===== src/rtl/bar_sprite_writer.sv =====
`timescale 1ns/1ps
// bar_sprite_writer: write-side controller for the bar sprite RAM.
// Accepts single-pixel, rectangle-fill, clear and no-op commands over a
// valid/ready handshake and streams one RAM write per cycle in raster order.
// Optional feature macro: BAR_WRITER_CLIP_EN (clip rectangles at the right
// and bottom edges instead of wrapping around the sprite).
module bar_sprite_writer #(
    parameter int ADDR_WIDTH = 10,
    parameter int DATA_WIDTH = 10,
    parameter int X_WIDTH    = 5,
    parameter logic [DATA_WIDTH-1:0] CLEAR_COLOR = '0,
    localparam int Y_WIDTH   = ADDR_WIDTH - X_WIDTH
) (
    input  logic                  clk,
    input  logic                  reset_n,
    input  logic                  cmd_valid,
    output logic                  cmd_ready,
    input  logic [1:0]            cmd_op,
    input  logic [X_WIDTH-1:0]    cmd_x0,
    input  logic [Y_WIDTH-1:0]    cmd_y0,
    input  logic [X_WIDTH:0]      cmd_w,
    input  logic [Y_WIDTH:0]      cmd_h,
    input  logic [DATA_WIDTH-1:0] cmd_color,
    output logic                  we,
    output logic [ADDR_WIDTH-1:0] addr_w,
    output logic [DATA_WIDTH-1:0] din,
    output logic                  busy,
    output logic                  done
);

    typedef enum logic [1:0] {S_IDLE, S_WRITE, S_DONE} state_t;

    localparam logic [X_WIDTH:0] X_ONE  = {{X_WIDTH{1'b0}}, 1'b1};
    localparam logic [Y_WIDTH:0] Y_ONE  = {{Y_WIDTH{1'b0}}, 1'b1};
    localparam logic [X_WIDTH:0] FULL_W = {1'b1, {X_WIDTH{1'b0}}};
    localparam logic [Y_WIDTH:0] FULL_H = {1'b1, {Y_WIDTH{1'b0}}};

    state_t state_reg, state_next;

    // Captured command (effective rectangle), and raster position counters
    logic [X_WIDTH-1:0]    x0_reg;
    logic [Y_WIDTH-1:0]    y0_reg;
    logic [X_WIDTH:0]      w_eff_reg;
    logic [Y_WIDTH:0]      h_eff_reg;
    logic [DATA_WIDTH-1:0] color_reg;
    logic [X_WIDTH:0]      col_reg;
    logic [Y_WIDTH:0]      row_reg;

    logic                  we_reg;
    logic [ADDR_WIDTH-1:0] addr_reg;
    logic [DATA_WIDTH-1:0] din_reg;
    logic                  ready_reg;
    logic                  busy_reg;
    logic                  done_reg;

    // Decoded command fields before capture
    logic [X_WIDTH-1:0]    sel_x0;
    logic [Y_WIDTH-1:0]    sel_y0;
    logic [X_WIDTH:0]      sel_w;
    logic [Y_WIDTH:0]      sel_h;
    logic [DATA_WIDTH-1:0] sel_color;
    logic                  sel_nop;
    logic [X_WIDTH:0]      sel_w_eff;
    logic [Y_WIDTH:0]      sel_h_eff;
    logic                  sel_empty;

    logic                  accept;
    logic                  col_last;
    logic                  row_last;
    logic [X_WIDTH:0]      col_next;
    logic [Y_WIDTH:0]      row_next;
    logic [X_WIDTH-1:0]    x_next;
    logic [Y_WIDTH-1:0]    y_next;

    assign cmd_ready = ready_reg;
    assign busy      = busy_reg;
    assign done      = done_reg;
    assign we        = we_reg;
    assign addr_w    = addr_reg;
    assign din       = din_reg;

    assign accept = cmd_valid && (state_reg == S_IDLE);

    // Map every opcode onto a rectangle fill and compute its effective size
    always_comb begin
        sel_x0    = cmd_x0;
        sel_y0    = cmd_y0;
        sel_w     = cmd_w;
        sel_h     = cmd_h;
        sel_color = cmd_color;
        sel_nop   = 1'b0;
        case (cmd_op)
            2'b00: begin
                sel_w = X_ONE;
                sel_h = Y_ONE;
            end
            2'b01: begin
            end
            2'b10: begin
                sel_x0    = '0;
                sel_y0    = '0;
                sel_w     = FULL_W;
                sel_h     = FULL_H;
                sel_color = CLEAR_COLOR;
            end
            default: sel_nop = 1'b1;
        endcase
`ifdef BAR_WRITER_CLIP_EN
        // Remaining columns/rows to the edge are never zero, so a clipped
        // rectangle is empty only if the requested size is.
        if (sel_w < (FULL_W - {1'b0, sel_x0}))
            sel_w_eff = sel_w;
        else
            sel_w_eff = FULL_W - {1'b0, sel_x0};
        if (sel_h < (FULL_H - {1'b0, sel_y0}))
            sel_h_eff = sel_h;
        else
            sel_h_eff = FULL_H - {1'b0, sel_y0};
`else
        sel_w_eff = (sel_w > FULL_W) ? FULL_W : sel_w;
        sel_h_eff = (sel_h > FULL_H) ? FULL_H : sel_h;
`endif
        sel_empty = sel_nop || (sel_w_eff == '0) || (sel_h_eff == '0);
    end

    // Raster advance: next column/row index and the wrapped coordinates
    always_comb begin
        col_last = ((col_reg + X_ONE) == w_eff_reg);
        row_last = ((row_reg + Y_ONE) == h_eff_reg);
        col_next = col_reg + X_ONE;
        row_next = row_reg;
        if (col_last) begin
            col_next = '0;
            row_next = row_reg + Y_ONE;
        end
        // Index is always below the effective size, so the low bits suffice;
        // truncation of the sum gives the wrap-around behaviour.
        x_next = x0_reg + col_next[X_WIDTH-1:0];
        y_next = y0_reg + row_next[Y_WIDTH-1:0];
    end

    // Next-state logic
    always_comb begin
        state_next = state_reg;
        case (state_reg)
            S_IDLE: begin
                if (accept)
                    state_next = sel_empty ? S_DONE : S_WRITE;
            end
            S_WRITE: begin
                if (col_last && row_last)
                    state_next = S_DONE;
            end
            S_DONE:  state_next = S_IDLE;
            default: state_next = S_IDLE;
        endcase
    end

    // State register
    always_ff @(posedge clk) begin
        if (!reset_n)
            state_reg <= S_IDLE;
        else
            state_reg <= state_next;
    end

    // Command capture, pixel stream and registered status outputs
    always_ff @(posedge clk) begin
        if (!reset_n) begin
            x0_reg    <= '0;
            y0_reg    <= '0;
            w_eff_reg <= '0;
            h_eff_reg <= '0;
            color_reg <= '0;
            col_reg   <= '0;
            row_reg   <= '0;
            we_reg    <= 1'b0;
            addr_reg  <= '0;
            din_reg   <= '0;
            ready_reg <= 1'b1;
            busy_reg  <= 1'b0;
            done_reg  <= 1'b0;
        end else begin
            ready_reg <= (state_next == S_IDLE);
            busy_reg  <= (state_next != S_IDLE);
            done_reg  <= (state_next == S_DONE);
            case (state_reg)
                S_IDLE: begin
                    we_reg <= 1'b0;
                    if (accept) begin
                        x0_reg    <= sel_x0;
                        y0_reg    <= sel_y0;
                        w_eff_reg <= sel_w_eff;
                        h_eff_reg <= sel_h_eff;
                        color_reg <= sel_color;
                        col_reg   <= '0;
                        row_reg   <= '0;
                        if (!sel_empty) begin
                            we_reg   <= 1'b1;
                            addr_reg <= {sel_y0, sel_x0};
                            din_reg  <= sel_color;
                        end
                    end
                end
                S_WRITE: begin
                    if (col_last && row_last) begin
                        we_reg <= 1'b0;
                    end else begin
                        we_reg   <= 1'b1;
                        col_reg  <= col_next;
                        row_reg  <= row_next;
                        addr_reg <= {y_next, x_next};
                        din_reg  <= color_reg;
                    end
                end
                default: we_reg <= 1'b0;
            endcase
        end
    end

endmodule

===== config.mk =====
export PLATFORM = sky130hd
export DESIGN_NAME = bar_sprite_writer
export DESIGN_NICKNAME = d
export VERILOG_FILES = /design/src/rtl/bar_sprite_writer.sv
export SDC_FILE = /design/constraint.sdc
export NUM_CORES = 1
export LEC_CHECK = 0
export ABC_AREA = 1
export CELL_PAD_IN_SITES_DETAIL_PLACEMENT = 0
export CELL_PAD_IN_SITES_GLOBAL_PLACEMENT = 1
export CORE_AREA = 2 2 99 101
export CTS_BUF_LIST = sky130_fd_sc_hd__clkbuf_2 sky130_fd_sc_hd__clkbuf_4 sky130_fd_sc_hd__clkbuf_8
export DETAILED_ROUTE_END_ITERATION = 8
export DIE_AREA = 0 0 101 103
export PLACE_DENSITY_LB_ADDON = 0.08
export SETUP_SLACK_MARGIN = 0.3
export SLEW_MARGIN = 30
export SYNTH_ARGS = -nofsm -noshare
export SYNTH_HDL_FRONTEND = slang
export SYNTH_SLANG_ARGS = --single-unit
export TNS_END_PERCENT = 20

===== constraint.sdc =====
create_clock -name clk -period 4.12 [get_ports clk]
set_input_delay 0.412 -clock clk [delete_from_list [all_inputs] [get_ports clk]]
set_output_delay 0.412 -clock clk [all_outputs]
set_load 0.02 [all_outputs]

Word-level counts from Yosys, hierarchy flattened
Cells that the tools add are included.
Storage, ports and cells
  output and inout port bits: 24
  register bits after elaboration: 70
  logic and storage cells: 78
Cells by class
  mux-type cells: 31
  reductions and logical operators: 16
  $add $sub $neg: 4
  $lt $le $gt $ge: 2
  equality and inequality tests: 10
Operators with widths (number)
  two-way mux 10 bit: 7
  one-hot mux 6 bit (2 select lines): 4
  two-way mux 6 bit: 7
  one-hot mux 10 bit (2 select lines): 2
  adder 6 x 1 -> 6 bit (second input constant): 2
  == test 6 bit: 2
  > comparator 6 bit (second input constant): 2
  logical NOT 6 bit: 2
  adder 5 bit: 2
  two-way mux 5 bit: 2
  != test 2 bit (second input constant): 4
  AND reduction 4 bit: 2
  logical NOT 2 bit: 3
  two-way mux 2 bit: 3
  == test 2 x 1 -> 1 bit (second input constant): 2
  == test 2 bit (second input constant): 2
  two-way mux 1 bit: 4
  one-hot mux 2 bit (2 select lines): 1
  nonzero test 2 bit: 2
  AND reduction 3 bit: 1
  OR reduction 3 bit: 1
  logical AND 1 bit: 2
  logical OR 1 bit: 2
  one-hot mux 1 bit (2 select lines): 1
  AND reduction 2 bit: 1

Logic depth before layout (Yosys ltp)
Gate-level depths: netlist of the first run.
  word-level depth: 11
  mapped depth: 22
  mapped depth without buffers: 22

Worst setup path after synthesis of the first run
OpenSTA, ideal clock, no wires.
  path type: reg2reg
  from: reg col_reg[1]
  to: reg addr_reg[9], in the netlist addr_w[9]
  stages on the path, launching flop included: 22
  library setup time: 0.109 ns
  clock period less this slack: 2.780 ns
  buffers on the path: 0
  setup slack: 1.340 ns
  data arrival time: 2.672 ns
  path through: dfxtp_1 > ha_1 > inv_1 > nand2_2 > nand2_1 > nand2_1 > nand2_1 > nor2_2 > nand3_2 > nor2_4 > nand2_1 > and2_1 > ha_1 > fa_1 > nand3_1 > nand2_1 > xor2_1 > o21ai_0 > nand3_1 > nand3_1 > nand2_1 > inv_1
Between the ends
  cells in the longest elaborated chain, start to end: 6
Ends and longest elaborated chain
  start, declared: RTL line 46  | logic [X_WIDTH:0] col_reg;
  start signal, assigned: RTL line 210  | col_reg <= col_next;
  adder 6 x 1 -> 6 bit *: RTL line 128  | col_last = ((col_reg + X_ONE) == w_eff_reg);
  == test 6 bit *: RTL line 128
  two-way mux 6 bit: RTL line 132  | if (col_last) begin
  adder 5 bit: RTL line 139  | y_next = y0_reg + row_next[Y_WIDTH-1:0];
  two-way mux 10 bit: RTL line 206  | if (col_last && row_last) begin
  one-hot mux 10 bit (2 select lines): RTL line 187  | case (state_reg)
  end signal, assigned: RTL line 200  | addr_reg <= {sel_y0, sel_x0};
  end signal, assigned: RTL line 212  | addr_reg <= {y_next, x_next};
  end, declared: RTL line 50  | logic [ADDR_WIDTH-1:0] addr_reg;
Mark *: on every way between the ends. The rest lies on a longest branch, timed or not. The select of a mux whose other input is x is not followed.
A chain may end at the register's enable or synchronous reset.

Worst setup path after layout of the first run
  from: reg col_reg[0]
  to: reg addr_reg[9], in the netlist addr_w[9]
The elaborated chain is that of the path after synthesis.

==> metrics, run 1 <==
synthesized area=3820 um2; status=finished clean; final cycle utilization of the critical path=0.793; worst path bufs/invs=2; clock network fraction of total power=0.291; Hold Crit Start=y0_reg[4]; final core occ=0.493; Clk Latency, worst-skew pair=between 300 and 400 ps; switching power=~0.00064 W; vias in the first global route=approximately 3500; CP top delay family=simple AND/OR/NAND/NOR gates; setup_tns=0 ps; CTS Hold Buffers Added=0; type of the most critical hold path=reg2reg; YS warnings=0; critical path endpoint category=register; vias=3663; crit-path most repeated cell=nand2_1; Post-CTS Setup Bufs=0; diode count=0; post-route ant nets=0; die area=about 10000 um2; Critical Path Max Stage Delay=about 530 ps; Layout Skew=about 5.7 ps; Internal Power=0.00124 W; CP Launch Type=register; number of distinct library cells after synthesis=35; Post-synth EDFFs=0; Clock Tree Root=clkbuf_8; final setup fails=0; Die H=slightly above 100 um; Crit-path slowest cell=dfxtp_1; number of buffers created by CTS=9; Yosys top cell area share=0.367; Worst Path Required=4420 ps; initial cell density of the core=0.404; CP Max Fanout=10; Power Density=~400 nW/um2; Mapped Nets=616; top-count cell post-synth=nand2_1; Syn Area/Cell=between 6 and 7 um2; DP HPWL=6730 um; top-level I/O count=61; Static Leak=2.15 nW; initial antenna violation count=0; die width=101 um; drt total wl=9960 um; Synth Flop Type=dfxtp_1; first-pass GRT wire length=16800 um; register area share after synthesis=0.367; sw frac=0.338; Reg power frac=0.428; biggest area consumer among synthesized cells=dfxtp_1; vias per cell=4.98; Worst slew margin=0.396; Area contributors post-synth=dfxtp_1 (37%), nand2_1 (13%), o21ai_0 (6.9%); clk slew on worst S/H paths=around 80 ps; crit path DAT=approximately 3600 ps; worst setup path class=reg2reg; Layout area overhead=21.9%; Post-synth top cells=nand2_1 (135), dfxtp_1 (70), inv_1 (63); Min Clock Period, post-route=around 3300 ps; Placer Congestion=around 0.8; synthesized flop and latch total=70; CTS tree=built; Max Clk Rate=between 0.3 and 0.4 GHz; Post-CTS Resized=0; clock sinks=70; Synth Instances=approximately 570; # nets final=between 600 and 700; Final Max Slew Viols=0; layout cells sized above 1=0.0644; Rows=36; Fin. Hold Viols=0; core area=approximately 9500 um2; maximum vdd drop=slightly above 200 uV; Max-Cap Viols=0; worst-margin pin slew=between 900 and 1000 ps; DRC viols=0; Iter 0 DRT Violations=140; Comb pwr share=0.281; FILL cells=between 900 and 1000; crit path from=col_reg[0]; crit-path cells=ha_1 -> inv_1 -> nand2_2 -> nand2_1 -> nand2_1 -> nand2_1 -> nor2_2 -> nand3_2 -> nor2_4 -> nand2_1 -> and2_1 -> ha_1 -> fa_1 -> nand3_1 -> nand2_1 -> xor2_1 -> o21ai_0 -> nand3_1 -> nand3_1 -> nand2_1 -> inv_1; I/O Buffers=60; clock tree buffer depth=2; GRT Resource Usage Total=0.204; RSZ-0062 raised after global routing=no; reg-to-reg startpoint=col_reg[0]; H-tree depth=3; drt wl/cell=roughly 14 um; gr ovfl total=0; ys async rst share=0; drt pass-1 iters=4; largest net degree at the start of global routing=46
## kinds of logic (layout without fill, tap and decap cells)
group	after synthesis	in the layout	synth area share
AO/OA/AOI/OAI	128	128	0.177
XOR/XNOR	8	8	0.0183
adder cells (fa/ha/maj)	12	12	0.0432
buffers and inverters	95	149	0.102
flip-flops	70	70	0.367
AND/OR/NAND/NOR	254	254	0.292
## routing by layer
metal | vias to the layer above | track usage | part of all wire
li1 | 1931 | - | -
met1 | 1662 | 0.282 | 0.49
met2 | 68 | 0.323 | 0.46
met3 | 2 | 0.0298 | 0.047
met4 | 0 | 0.0832 | 0.0040
met5 | - | 0 | 0
## path summary, 6_finish.rpt
kind / endpoint / slack, ps / cells past startpoint
max: addr_w[9] / 850 / 21
min: y0_reg[4] / 470 / 2
max reg2reg: addr_w[9] / 850 / 21
min reg2reg: y0_reg[4] / 470 / 2
## cell type report
cell class                 instances  area (um2)  area share
clock buffer                       9         124      0.0266
clock inverter                     7        65.1      0.0140
inverter                          67         251      0.0540
multi-input combinational        402        2030       0.436
sequential                        70        1400       0.301
tap                              114         143      0.0306
timing repair buffer              66         646       0.139
## cell usage in the layout, fill, tap and decap left out, drive strengths merged
master         Yosys  routed
buf                8       6
nand3b             3       3
or2                1       1
a31oi              2       2
clkbuf            20       9
o211ai             1       1
bufinv             0       1
o2111ai            1       1
o21ai             72      72
a211oi             6       6
xnor2              2       2
clkinv             2       6
nand2            141     141
xor2               6       6
dfxtp             70      70
nand4              8       8
a21oi             43      43
and2               1       1
ha                10      10
o21a               1       1
clkdlybuf4s50      0      60
a22oi              2       2
nand3             44      44
clkinvlp           0       2
fa                 2       2
nor2              55      55
inv               65      65
nor3               1       1
## power groups by stage
stage / Combinational, W / Sequential, W / Clock (W)
6_report: 0.000529 / 0.000804 / 0.000546
3_3_place_gp: 0.000527 / 0.000817 / 0
2_1_floorplan: 0.000314 / 0.000848 / 0
5_1_grt: 0.000601 / 0.000815 / 0.000594
3_5_place_dp: 0.000531 / 0.000817 / 0
4_1_cts: 0.000536 / 0.000803 / 0.000564
## metrics by stage
step                      power [W]  hold slack (ps)  worst slack (ps)  cell area (um2)  cells
final                       0.00188              473               853             4660    735
after global routing        0.00201              493               396             4660    735
after CTS                   0.00190              481               850             4660    735
after detailed placement    0.00135              471               891             4470    719
after global placement      0.00134              465              1010             4470    719
after floorplan             0.00116              447              1340             3820    567
## worst reg2reg max path, cell delays in order, from the launching register on
cell,delay [ps]
dfxtp_1,530
ha_1,300
inv_1,70
nand2_2,70
nand2_1,60
nand2_1,60
nand2_1,60
nor2_2,110
nand3_2,90
nor2_4,230
nand2_1,100
and2_1,180
ha_1,210
fa_1,400
nand3_1,90
nand2_1,70
xor2_1,150
o21ai_0,150
nand3_1,100
nand3_1,100
nand2_1,70
inv_1,40
Note: power is estimated with default switching activity, not from simulation.
==> inputs of run 2 (changes only) <==
CORE_AREA = 2 2 103 105   (was 2 2 99 101)
DIE_AREA = 0 0 105 107   (was 0 0 101 103)
clock period = 3.2 ns   (was 4.12 ns; I/O delays follow)
==> metrics, run 2 (synthesis gave the netlist of run 1 again) <==
type of the most critical hold path=reg2reg; gr ovfl total=0; reg-to-reg startpoint=col_reg[1]; H-tree depth=3; hold depth=2; CP Max Fanout=5; Hold Path Sink=row_reg[5]; Post-DP Area=4540 um2; number of buffers created by CTS=9; crit path DAT=between 3000 and 4000 ps; GRT Resource Usage Total=0.190; Layout Skew=between 10 and 15 ps; r2r setup slk=420 ps; Layout area overhead=28.9%; clock network fraction of total power=0.291; Clock Tree Root=clkbuf_8; largest net degree at the start of global routing=46; first-pass GRT wire length=about 17000 um; Final Max Slew Viols=0; Crit path depth=18; Rows=37; initial antenna violation count=0; worst path bufs/invs=2; layout cells sized above 1=0.126; Hold Crit Start=row_reg[5]; sw frac=0.340; setup_tns=0 ps; I/O Buffers=60; Worst Path Required=3450 ps; Iter 0 DRT Violations=about 160; clock sinks=70; initial cell density of the core=0.379; worst-margin pin slew=roughly 920 ps; Placer Congestion=around 0.8; switching power=between 0.0008 and 0.0009 W; Post-Layout Cell Count=about 770; commonest non-fill, non-tap cell in the layout=nand2_1; crit-path most repeated cell=nand2_1; worst r2r dst=addr_w[9]; vias=approximately 3800; drt pass-1 iters=4; top-level I/O count=between 60 and 70; Critical Path Max Stage Delay=approximately 380 ps; vias per cell=between 4 and 5; status=finished clean; Power Density=512 nW/um2; Min Clock Period, post-route=between 2000 and 3000 ps; crit path from=col_reg[1]; Worst slew margin=0.384; Crit-path slowest cell=fa_2; diode count=0; most frequent cells in the layout=nand2_1 (129), dfxtp_1 (66), inv_1 (63), clkdlybuf4s50_1 (60), o21ai_0 (49); Post-Place Cells=747; die area=between 10000 and 15000 um2; CP Launch Type=register; Max Clk Rate=between 0.3 and 0.4 GHz; final core occ=0.488; Reg power frac=0.410; clk slew on worst S/H paths=~80 ps; CTS tree=built; worst hold slack=478 ps; final setup fails=0; post-route ant nets=0; # nets final=between 600 and 700; drt total wl=10500 um; Comb pwr share=0.299; drt wl/cell=13.7 um; Static Leak=2.22 nW; Internal Power=about 0.0017 W; Fin. Hold Viols=0; Max-Cap Viols=0; final cycle utilization of the critical path=0.868; clock tree buffer depth=2; vias in the first global route=~3500; worst setup path class=reg2reg; Clk Latency, worst-skew pair=350 ps; core area=~10000 um2; R2R cell count=18; CP top delay family=simple AND/OR/NAND/NOR gates; maximum vdd drop=approximately 260 uV; Die H=107 um; crit-path cells=ha_4 -> xnor2_1 -> nand2_1 -> nor2_4 -> nand3_2 -> nor2_4 -> nand2_2 -> and2_4 -> ha_4 -> fa_2 -> nand3_2 -> nand2_2 -> xor2_2 -> buf_4 -> nand2_1 -> nand3_1 -> nand2_1 -> inv_1; die width=105 um; DP HPWL=slightly above 7000 um; critical path endpoint category=register; DRC viols=0; RSZ-0062 raised after global routing=no; post-layout instance area=~4900 um2
==> run 2: how the worst max path moves through the flow <==
stage	to	slack, ps
CTS	addr_w[9]	320
global route	addr_w[9]	260
global placement	addr_w[9]	230
finish	addr_w[9]	420
floorplan	addr_w[9]	420
detailed placement	addr_w[9]	140
==> run 2: through the flow <==
stage	setup slack, ps	total power (W)
CTS	320	0.00249
detailed placement	141	0.00175
finish	421	0.00252
global placement	235	0.00175
global route	262	0.00268
floorplan	420	0.00150
==> run 2: power by group through the flow <==
stage / sequential (W) / clock (W) / combinational, W
after floorplan: 0.00109 / 0 / 0.000404
after global placement: 0.00105 / 0 / 0.000697
after detailed placement: 0.00105 / 0 / 0.000699
after CTS: 0.00103 / 0.000750 / 0.000706
after global routing: 0.00105 / 0.000797 / 0.000838
final: 0.00103 / 0.000735 / 0.000754
==> run 2: timing repair <==
item,4_1_cts,5_1_grt
hold buffers,0,0
pin swaps,3,19
endpoints found under the setup margin,2,6
gates cloned,0,0
gates resized for setup,6,34
buffers inserted,0,6
==> run 2: cell type report <==
class	instances	area, um2
clock inverter	6	61.3
tap	136	170
multi-input combinational	402	2150
timing repair buffer	78	743
sequential	70	1410
fill	1067	5170
inverter	67	251
clock buffer	10	138
==> run 2: per-layer routing <==
layer / vias to the layer above / global-route usage / share of wire
li1: 1969 / - / -
met1: 1738 / 0.255 / 0.49
met2: 65 / 0.312 / 0.47
met3: 9 / 0.0347 / 0.030
met4: 0 / 0.0514 / 0.0090
met5: - / 0 / 0
==> run 2: worst reg2reg max path, stage by stage (launching register included) <==
cell and delay (ps):
dfxtp_4 370, ha_4 270, xnor2_1 100, nand2_1 100, nor2_4 130, nand3_2 80
nor2_4 200, nand2_2 80, and2_4 150, ha_4 160, fa_2 380, nand3_2 90
nand2_2 70, xor2_2 150, buf_4 130, nand2_1 50, nand3_1 70, nand2_1 70
inv_1 30
